`src/rtl/cnn_ctrl_pkg.sv`:
```
// cnn_ctrl_pkg
// Shared definitions for the CNN sequencer: state encoding, default task
// geometry, and index widths derived from that geometry.
package cnn_ctrl_pkg;

  function automatic int imax(input int a, input int b);
    return (a > b) ? a : b;
  endfunction

  // Default task geometry
  localparam int DEF_IN_LEN   = 72;  // input beats per task
  localparam int DEF_OUT_W    = 6;   // conv output width/height
  localparam int DEF_PIPE_LAT = 4;   // conv engine pipeline depth
  localparam int DEF_FC_STEPS = 8;   // FC accumulation cycles (task 0)
  localparam int DEF_OUT_LEN0 = 3;   // output beats, task 0
  localparam int DEF_OUT_LEN1 = 1;   // output beats, task 1

  // Index widths seen on the ports
  localparam int LOAD_IDX_W = $clog2(DEF_IN_LEN);
  localparam int WIN_IDX_W  = $clog2(DEF_OUT_W);
  localparam int FC_IDX_W   = $clog2(DEF_FC_STEPS);
  localparam int OUT_IDX_W  = $clog2(imax(DEF_OUT_LEN0, DEF_OUT_LEN1));

  typedef enum logic [2:0] {
    ST_IDLE,
    ST_LOAD,
    ST_CONV,
    ST_DRAIN,
    ST_FC,
    ST_OUT
  } state_e;

endpackage

```
`src/rtl/cnn_win_gen.sv`:
```
// cnn_win_gen
// Row-major window counter for the conv engine. Advances one window per
// valid/ready handshake and holds its position while the engine stalls.
// Ports:
//   clk, rst_n   clock, synchronous active-low reset
//   clr_i        force position back to (0,0)
//   en_i         window request is currently being offered
//   ready_i      engine accepts the offered window
//   row_o/col_o  current window position
//   last_o       current window is the final one (OUT_W-1, OUT_W-1)
//   fire_o       handshake happens this cycle
module cnn_win_gen #(
  parameter int OUT_W = 6,
  parameter int IDX_W = 3
) (
  input  logic             clk,
  input  logic             rst_n,
  input  logic             clr_i,
  input  logic             en_i,
  input  logic             ready_i,
  output logic [IDX_W-1:0] row_o,
  output logic [IDX_W-1:0] col_o,
  output logic             last_o,
  output logic             fire_o
);

  logic [IDX_W-1:0] row_q, row_d;
  logic [IDX_W-1:0] col_q, col_d;

  assign fire_o = en_i && ready_i;
  assign last_o = (row_q == IDX_W'(OUT_W - 1)) && (col_q == IDX_W'(OUT_W - 1));
  assign row_o  = row_q;
  assign col_o  = col_q;

  always_comb begin
    row_d = row_q;
    col_d = col_q;
    if (clr_i) begin
      row_d = '0;
      col_d = '0;
    end else if (fire_o) begin
      if (col_q == IDX_W'(OUT_W - 1)) begin
        col_d = '0;
        // The final handshake returns to (0,0) so the indices read 0 once
        // the window phase is over.
        row_d = last_o ? '0 : row_q + 1'b1;
      end else begin
        col_d = col_q + 1'b1;
      end
    end
  end

  always_ff @(posedge clk) begin
    if (!rst_n) begin
      row_q <= '0;
      col_q <= '0;
    end else begin
      row_q <= row_d;
      col_q <= col_d;
    end
  end

endmodule

```
`src/rtl/cnn_seq_ctrl.sv`:
```
// cnn_seq_ctrl
// Central sequencer for the CNN datapath. Accepts the input burst, steps the
// conv engine window by window, waits out the engine pipeline, runs the FC
// stage (task 0 only) and frames the output burst. Carries no data.
// Ports:
//   clk, rst_n              clock, synchronous active-low reset
//   in_valid                input beat valid
//   task_number, mode       task/mode select, captured on the first beat
//   eng_ready               conv engine accepts a window
//   load_en, load_idx       store strobe and beat index for the input buffer
//   win_valid, win_row/col  conv window request and position
//   fc_valid, fc_idx        FC step strobe and index
//   task_q, mode_q          captured task/mode
//   busy                    sequencer is not idle
//   proto_err               in_valid seen while a task is being processed
//   out_valid, out_idx      output beat framing
// All outputs are registered.
module cnn_seq_ctrl
  import cnn_ctrl_pkg::*;
#(
  parameter int IN_LEN   = DEF_IN_LEN,
  parameter int OUT_W    = DEF_OUT_W,
  parameter int PIPE_LAT = DEF_PIPE_LAT,
  parameter int FC_STEPS = DEF_FC_STEPS,
  parameter int OUT_LEN0 = DEF_OUT_LEN0,
  parameter int OUT_LEN1 = DEF_OUT_LEN1
) (
  input  logic                  clk,
  input  logic                  rst_n,
  input  logic                  in_valid,
  input  logic                  task_number,
  input  logic [1:0]            mode,
  input  logic                  eng_ready,
  output logic                  load_en,
  output logic [LOAD_IDX_W-1:0] load_idx,
  output logic                  win_valid,
  output logic [WIN_IDX_W-1:0]  win_row,
  output logic [WIN_IDX_W-1:0]  win_col,
  output logic                  fc_valid,
  output logic [FC_IDX_W-1:0]   fc_idx,
  output logic                  task_q,
  output logic [1:0]            mode_q,
  output logic                  busy,
  output logic                  proto_err,
  output logic                  out_valid,
  output logic [OUT_IDX_W-1:0]  out_idx
);

  // One shared phase counter, wide enough for the longest phase.
  localparam int CNT_W = $clog2(imax(imax(IN_LEN, PIPE_LAT),
                                     imax(FC_STEPS, imax(OUT_LEN0, OUT_LEN1))));

  state_e state_q, state_d;
  logic [CNT_W-1:0] cnt_q, cnt_d;

  logic                  task_lat_q, task_lat_d;
  logic [1:0]            mode_lat_q, mode_lat_d;
  logic                  load_en_q, load_en_d;
  logic [LOAD_IDX_W-1:0] load_idx_q, load_idx_d;
  logic                  win_valid_q, win_valid_d;
  logic                  fc_valid_q, fc_valid_d;
  logic [FC_IDX_W-1:0]   fc_idx_q, fc_idx_d;
  logic                  busy_q, busy_d;
  logic                  proto_err_q, proto_err_d;
  logic                  out_valid_q, out_valid_d;
  logic [OUT_IDX_W-1:0]  out_idx_q, out_idx_d;

  logic             win_last, win_fire;
  logic [CNT_W-1:0] out_last_cnt;

  cnn_win_gen #(
    .OUT_W (OUT_W),
    .IDX_W (WIN_IDX_W)
  ) u_win_gen (
    .clk     (clk),
    .rst_n   (rst_n),
    .clr_i   (state_q != ST_CONV),
    .en_i    (state_q == ST_CONV),
    .ready_i (eng_ready),
    .row_o   (win_row),
    .col_o   (win_col),
    .last_o  (win_last),
    .fire_o  (win_fire)
  );

  assign out_last_cnt = task_lat_q ? CNT_W'(OUT_LEN1 - 1) : CNT_W'(OUT_LEN0 - 1);

  // Next state and counter
  always_comb begin
    state_d    = state_q;
    cnt_d      = cnt_q;
    task_lat_d = task_lat_q;
    mode_lat_d = mode_lat_q;
    load_en_d  = 1'b0;
    load_idx_d = '0;
    unique case (state_q)
      ST_IDLE: begin
        if (in_valid) begin
          task_lat_d = task_number;
          mode_lat_d = mode;
          load_en_d  = 1'b1;
          if (IN_LEN == 1) begin
            state_d = ST_CONV;
            cnt_d   = '0;
          end else begin
            state_d = ST_LOAD;
            cnt_d   = CNT_W'(1);
          end
        end
      end
      ST_LOAD: begin
        // Gap cycles (in_valid low) simply wait; they never abort a burst.
        if (in_valid) begin
          load_en_d  = 1'b1;
          load_idx_d = LOAD_IDX_W'(cnt_q);
          if (cnt_q == CNT_W'(IN_LEN - 1)) begin
            state_d = ST_CONV;
            cnt_d   = '0;
          end else begin
            cnt_d = cnt_q + 1'b1;
          end
        end
      end
      ST_CONV: begin
        if (win_fire && win_last) begin
          state_d = ST_DRAIN;
          cnt_d   = '0;
        end
      end
      ST_DRAIN: begin
        if (cnt_q == CNT_W'(PIPE_LAT - 1)) begin
          state_d = task_lat_q ? ST_OUT : ST_FC;
          cnt_d   = '0;
        end else begin
          cnt_d = cnt_q + 1'b1;
        end
      end
      ST_FC: begin
        if (cnt_q == CNT_W'(FC_STEPS - 1)) begin
          state_d = ST_OUT;
          cnt_d   = '0;
        end else begin
          cnt_d = cnt_q + 1'b1;
        end
      end
      ST_OUT: begin
        if (cnt_q == out_last_cnt) begin
          state_d = ST_IDLE;
          cnt_d   = '0;
        end else begin
          cnt_d = cnt_q + 1'b1;
        end
      end
      default: begin
        state_d = ST_IDLE;
        cnt_d   = '0;
      end
    endcase
  end

  // Output registers are loaded from the upcoming state so each strobe lines
  // up with the cycle its state is occupied.
  always_comb begin
    win_valid_d = (state_d == ST_CONV);
    fc_valid_d  = (state_d == ST_FC);
    fc_idx_d    = (state_d == ST_FC) ? FC_IDX_W'(cnt_d) : '0;
    out_valid_d = (state_d == ST_OUT);
    out_idx_d   = (state_d == ST_OUT) ? OUT_IDX_W'(cnt_d) : '0;
    busy_d      = (state_d != ST_IDLE);
    proto_err_d = in_valid && (state_q != ST_IDLE) && (state_q != ST_LOAD);
  end

  always_ff @(posedge clk) begin
    if (!rst_n) begin
      state_q     <= ST_IDLE;
      cnt_q       <= '0;
      task_lat_q  <= 1'b0;
      mode_lat_q  <= '0;
      load_en_q   <= 1'b0;
      load_idx_q  <= '0;
      win_valid_q <= 1'b0;
      fc_valid_q  <= 1'b0;
      fc_idx_q    <= '0;
      busy_q      <= 1'b0;
      proto_err_q <= 1'b0;
      out_valid_q <= 1'b0;
      out_idx_q   <= '0;
    end else begin
      state_q     <= state_d;
      cnt_q       <= cnt_d;
      task_lat_q  <= task_lat_d;
      mode_lat_q  <= mode_lat_d;
      load_en_q   <= load_en_d;
      load_idx_q  <= load_idx_d;
      win_valid_q <= win_valid_d;
      fc_valid_q  <= fc_valid_d;
      fc_idx_q    <= fc_idx_d;
      busy_q      <= busy_d;
      proto_err_q <= proto_err_d;
      out_valid_q <= out_valid_d;
      out_idx_q   <= out_idx_d;
    end
  end

  assign load_en   = load_en_q;
  assign load_idx  = load_idx_q;
  assign win_valid = win_valid_q;
  assign fc_valid  = fc_valid_q;
  assign fc_idx    = fc_idx_q;
  assign task_q    = task_lat_q;
  assign mode_q    = mode_lat_q;
  assign busy      = busy_q;
  assign proto_err = proto_err_q;
  assign out_valid = out_valid_q;
  assign out_idx   = out_idx_q;

endmodule

```
`config.mk`:
```
export PLATFORM = sky130hd
export DESIGN_NAME = cnn_seq_ctrl
export DESIGN_NICKNAME = d
export VERILOG_FILES = /design/src/rtl/cnn_ctrl_pkg.sv /design/src/rtl/cnn_win_gen.sv /design/src/rtl/cnn_seq_ctrl.sv
export SDC_FILE = /design/constraint.sdc
export NUM_CORES = 1
export LEC_CHECK = 0
export ABC_CLOCK_PERIOD_IN_PS = 2700
export BUFFER_PORTS_ARGS = -buffer_cell sky130_fd_sc_hd__clkbuf_2
export CORE_ASPECT_RATIO = 1.75
export CORE_UTILIZATION = 50
export CTS_CLUSTER_DIAMETER = 150
export DETAILED_ROUTE_END_ITERATION = 8
export GPL_ROUTABILITY_DRIVEN = 1
export PLACE_DENSITY = 0.74
export SETUP_SLACK_MARGIN = 0.02
export SYNTH_ARGS = -nofsm -noshare
export SYNTH_HDL_FRONTEND = slang
export SYNTH_HIERARCHICAL = 1
export SYNTH_SLANG_ARGS = --single-unit
```
`constraint.sdc`:
```
create_clock -name clk -period 2.7 [get_ports clk]
set_clock_uncertainty 0.2 [all_clocks]
set_input_delay 0.54 -clock clk [delete_from_list [all_inputs] [get_ports clk]]
set_output_delay 0.54 -clock clk [all_outputs]
set_load 0.1 [all_outputs]
```
# Word level (Yosys, flattened, before mapping)
# Cells that the tools add are included.
[classes]
n_bitwise = 1
n_mul = 0
n_div = 0
n_reduce_logical = 17
order_cmp = 0
n_eq_ne = 19
mux = 21
n_addsub = 3
shifts = 0
[op_table]
columns = ["operator", "count"]
rows = [
  ["$mux W7", 7],
  ["$pmux W7 S6", 1],
  ["$mux W3", 9],
  ["$eq A3 B3 Y1 const B", 6],
  ["$pmux W3 S6", 1],
  ["$reduce_and A2 Y1", 5],
  ["$eq A3 B2 Y1 const B", 3],
  ["$add A7 B1 Y7 const B", 1],
  ["$eq A7 B2 Y1", 1],
  ["$eq A7 B2 Y1 const B", 1],
  ["$eq A7 B3 Y1 const B", 1],
  ["$eq A7 B7 Y1 const B", 1],
  ["$add A3 B1 Y3 const B", 2],
  ["$ne A2 B2 Y1 const B", 3],
  ["$reduce_and A3 Y1", 2],
  ["$reduce_bool A3 Y1", 2],
  ["$logic_and A1 B1 Y1", 5],
  ["$reduce_or A2 Y1", 2],
  ["$eq A3 B1 Y1 const B", 1],
  ["$logic_not A3 Y1", 1],
  ["$ne A3 B1 Y1 const B", 1],
  ["$ne A3 B2 Y1 const B", 1],
  ["$mux W1", 2],
  ["$mux W2", 1],
  ["$not A1 Y1", 1],
]
[totals]
out_inout_bits = 27
latchBits = 0
ramBits = 0
mem_count = 0
ff_bits = 37
in_bits = 7
word_cells = 77
romBits = 0

# Depth between registers and ports, before layout
[depth]
depth_word = 7
depth_mapped = 11
mapped_depth_nobuf = 10

# Modules after synthesis
# Netlist, hierarchy kept.
[modules_own_cells]
columns = ["mod", "instances", "area_per_inst_um2", "seq_area_each_um2", "cells_per_inst"]
rows = [
  ["cnn_seq_ctrl", 1, 1381.3, 620.6, 152],
  ["cnn_win_gen", 1, 321.6, 120.1, 35],
]

# Worst setup path after synthesis
# Ideal clock, no wire load.
[synth_timing]
path_type = "register to register"
from = "reg u_win_gen.row_q[0] (netlist: u_win_gen/row_o[0])"
to = "reg cnt_q[3]"
setup_slack_ns = -0.144
path_buffers = 0
required_time_ns = 2.368
arrival_time_ns = 2.512
path_stages_with_launch = 9
setup_time_ns = 0.132
period_less_slack_ns = 2.844
cell_sequence = "dfxtp_1 ha_1 nand2_1 nor2_1 nand2_1 a31oi_1 nor2_1 o31ai_1 nor2_1"
[synth_via]
elab_chain_cells = 5
[synth_lines]
columns = ["element", "line", "text"]
rows = [
  ["start, declared", "cnn_win_gen.sv:27", "logic [IDX_W-1:0] row_q, row_d;"],
  ["start signal, assigned", "cnn_win_gen.sv:58", "row_q <= row_d;"],
  ["$eq A3 B3 Y1", "cnn_win_gen.sv:31", "assign last_o = (row_q == IDX_W'(OUT_W - 1)) && (col_q == IDX_W'(OUT_W - 1));"],
  ["$logic_and A1 B1 Y1", "cnn_win_gen.sv:31", ""],
  ["net win_last", "cnn_seq_ctrl.sv:68", "logic win_last, win_fire;"],
  ["$logic_and A1 B1 Y1", "cnn_seq_ctrl.sv:125", "if (win_fire && win_last) begin"],
  ["$ne A2 B2 Y1 (no source line)", "--", ""],
  ["$reduce_and A3 Y1 (no source line)", "--", ""],
  ["end signal, assigned", "cnn_seq_ctrl.sv:190", "cnt_q <= cnt_d;"],
  ["end, declared", "cnn_seq_ctrl.sv:54", "logic [CNT_W-1:0] cnt_q, cnt_d;"],
]
# The timed path passes the listed nets, and every way through them passes these cells.
# A chain may end at the register's enable or synchronous reset.

# Worst setup path in the final report
[layout_timing]
from = "reg cnt_q[6]"
to = "reg fc_idx_q[2] (netlist: fc_idx[2])"
[layout_via]
elab_chain_cells = 6
word_cells_on_any_way = 18
classes_between = "5 x eq/ne; 12 x mux; 1 x reduce/logical"
[layout_lines]
columns = ["element", "line", "text"]
rows = [
  ["$eq A7 B7 Y1", "cnn_seq_ctrl.sv:116", "if (cnt_q == CNT_W'(IN_LEN - 1)) begin"],
  ["$mux W3", "cnn_seq_ctrl.sv:116", ""],
  ["$mux W3", "cnn_seq_ctrl.sv:113", "if (in_valid) begin"],
  ["$pmux W3 S6", "cnn_seq_ctrl.sv:96", "unique case (state_q)"],
  ["$eq A3 B3 Y1", "cnn_seq_ctrl.sv:166", "fc_idx_d = (state_d == ST_FC) ? FC_IDX_W'(cnt_d) : '0;"],
  ["$reduce_and A2 Y1 (no source line)", "--", ""],
  ["end signal, assigned", "cnn_seq_ctrl.sv:197", "fc_idx_q <= fc_idx_d;"],
  ["end, declared", "cnn_seq_ctrl.sv:62", "logic [FC_IDX_W-1:0] fc_idx_q, fc_idx_d;"],
]
# Parallel ways exist; a longest one is shown, timed or not. The select of a mux whose other input is x is not followed.

==> run summary <==
Syn Inst Count - 187
final setup fails - 0
initial drt markers - 59
gpl congestion - 0.946
PostCTS Resize Cnt - 0
top_reg_cell synth - dfxtp_1
Die Wd - 46.1 um
Initial Util - 53.1%
Slew headroom - 63.7%
post-CTS setup buffers - 0
worst slack, placed - 0.150 ns
P_leak - 0.920 nW
hold slack - 0.283 ns
Max Slew Vio Count - 0
startpoint type of the worst setup path - flop
fin nets - 242
Post-Route WL - 4070 um
clock sinks - 37
total core area - 0.00321 sq mm
CTS Hold Bufs - 0
Area growth syn-to-layout - 24.2%
H-tree levels - 2
via count - 1574
count of cell types in the netlist - 46
fill count - 280
most common cell in the netlist - dfxtp_1
Antenna diodes - 0
Final Cycle Share - 95.9%
fin area - 0.00211 sq mm
Slew @ Worst Pin - 0.541 ns
clock buffer count from CTS - 5
Data required, critical path - 2.68 ns
number of port buffers - 33
share of synthesized registers carrying an async set or reset - 0%
CTS clk-pin slew, worst paths - 0.07 ns
final setup TNS - 0 ns
Avg WL per Cell - 14.7 um
RSZ-0062 raised after global routing - no
largest net degree at the start of global routing - 17
DIE AREA - 0.00365 sq mm
Final WS setup - 0.111 ns
clk_lat worst skew - 0.28 ns
top-level port count - 34
vias in the first global route - 1439
register bit total from synthesis - 37
Syn. warnings - 6
Hold Vio Cnt, Final - 0
Crit Path Class - reg2reg
CP endpoint kind - flop
CTS tree - yes
Seq/Total Area, Yosys - 43.5%
initial antenna violation count - 0
CTS Root Cell - clkbuf_8
die height - 79.2 um
maximum VDD drop - 0.599 mV
Mapped Avg Cell Area - 9.11 sq um
Max Root-Sink Buffers - 2
mapped cell area - 0.00170 sq mm
Synth top cells by count - dfxtp_1 (37), nor2_1 (18), nand2_1 (14)
EDFF count, synth - 0
share of the synthesized area in the top cell type - 43.5%
minimum clock period - 2.59 ns
Post-DP Area - 0.00198 sq mm
drt pass-1 iters - 4
first-pass GRT wire length - 6520 um
DRC - 0
fmax - 0.386 GHz
Min-Delay Path Class - reg2reg
total nets after synthesis - 197
layout cell share with drive strength beyond 1 - 28.8%
GRT Util Overall - 24.5%
vias per cell - 5.70
Max FO, Critical Path - 6
largest area contributor in the synthesized netlist - dfxtp_1
Routed Antenna Nets - 0
main area contributors after synthesis - dfxtp_1 (43%), nor2_1 (4.0%), and2_1 (3.3%)
total power - 1.18 mW
Final HPWL DP - 3100 um
outcome - finished, final reports clean
arrival time worst endpoint - 2.57 ns
Congestion Overflow GR - 0
Pwr per Cell Area - 556 mW/mm^2
max-cap violation count - 0
Site Rows - 27
## through the flow
stage                     util, %  cells
after floorplan                 -    187
after global placement       61.7    268
after detailed placement     61.7    268
after CTS                    65.5    276
after global routing         65.9    276
final                        65.9    276
## worst max-delay path, cell delays in order, from the launching register on
cell,delay (ns)
dfxtp_1,0.37
or4_4,0.60
o2111ai_1,0.35
nand2_2,0.12
or4_4,0.58
a211oi_1,0.25
## state kept, by name, indices dropped and copies added (netlist names)
register and cells:
cnt_q 7, load_idx 7, fc_idx 3, state_q 3, u_win_gen/col_o 3, u_win_gen/row_o 3, mode_q 2, out_idx 2
busy 1, fc_valid 1, load_en 1, out_valid 1, proto_err 1, task_q 1, win_valid 1
## path summary, 6_finish.rpt
| path | from | cells after the start | end | slack [ns] |
|---|---|---|---|---|
| worst max-delay path | cnt_q[6] | 5 | fc_idx[2] | 0.11 |
| worst min register to register | u_win_gen/row_o[0] | 1 | u_win_gen/row_o[0] | 0.28 |
| worst min-delay path | u_win_gen/row_o[0] | 1 | u_win_gen/row_o[0] | 0.28 |
| worst max register to register | cnt_q[6] | 5 | fc_idx[2] | 0.11 |
## kinds of logic (layout without fill, tap and decap cells)
family | after synthesis | in the layout | synth area share, %
adder cells (fa/ha/maj) | 3 | 3 | 2.20
buffers and inverters | 15 | 61 | 3.75
multiplexers | 3 | 3 | 1.76
AND/OR/NAND/NOR | 86 | 86 | 28.8
AO/OA/AOI/OAI | 37 | 37 | 16.9
XOR/XNOR | 6 | 6 | 3.09
flip-flops | 37 | 37 | 43.5
## where the power goes
group | internal [mW] | leakage (nW) | switching (mW)
combinational | 0.0398 | 0.562 | 0.0884
sequential | 0.554 | 0.301 | 0.00531
clock | 0.300 | 0.0574 | 0.188
## metal layers
metal	up-vias	wire (um)	part of all wire [%]	track usage [%]
met1	748	1550	38	24.9
met5	-	0	0	0
li1	763	-	-	-
met4	0	176	4.3	14.1
met3	15	123	3.0	5.00
met2	48	2220	55	43.1
## placed cells by master, fill, tap and decap left out, types with 2 or more instances in the layout
cell type	n
o2111ai_1	5
xor2_1	5
clkbuf_2	33
o211ai_1	3
clkbuf_8	6
a31oi_1	2
nor2_1	18
ha_1	2
or4_4	2
buf_4	12
and2_1	9
a21boi_0	2
nand2_1	14
a21oi_1	6
nand3_1	7
nor3b_1	2
nor3_1	8
or3_1	2
nor2b_1	8
nand2b_1	3
inv_1	7
o41ai_1	4
dfxtp_1	35
mux2i_1	3
and3_1	2
o21ai_0	4
dfxtp_2	2
o31ai_1	2
## cell type report
cell class	instances	area, sq um	share of cell area (%)
clock buffers	6	82.6	3.91
clock inverters	2	37.5	1.78
inverters	8	30.0	1.42
multi-input cells	135	912	43.1
flip-flops and latches	37	743	35.1
well taps	43	53.8	2.54
repair buffers	45	255	12.1
Note: power is estimated with default switching activity, not from simulation.
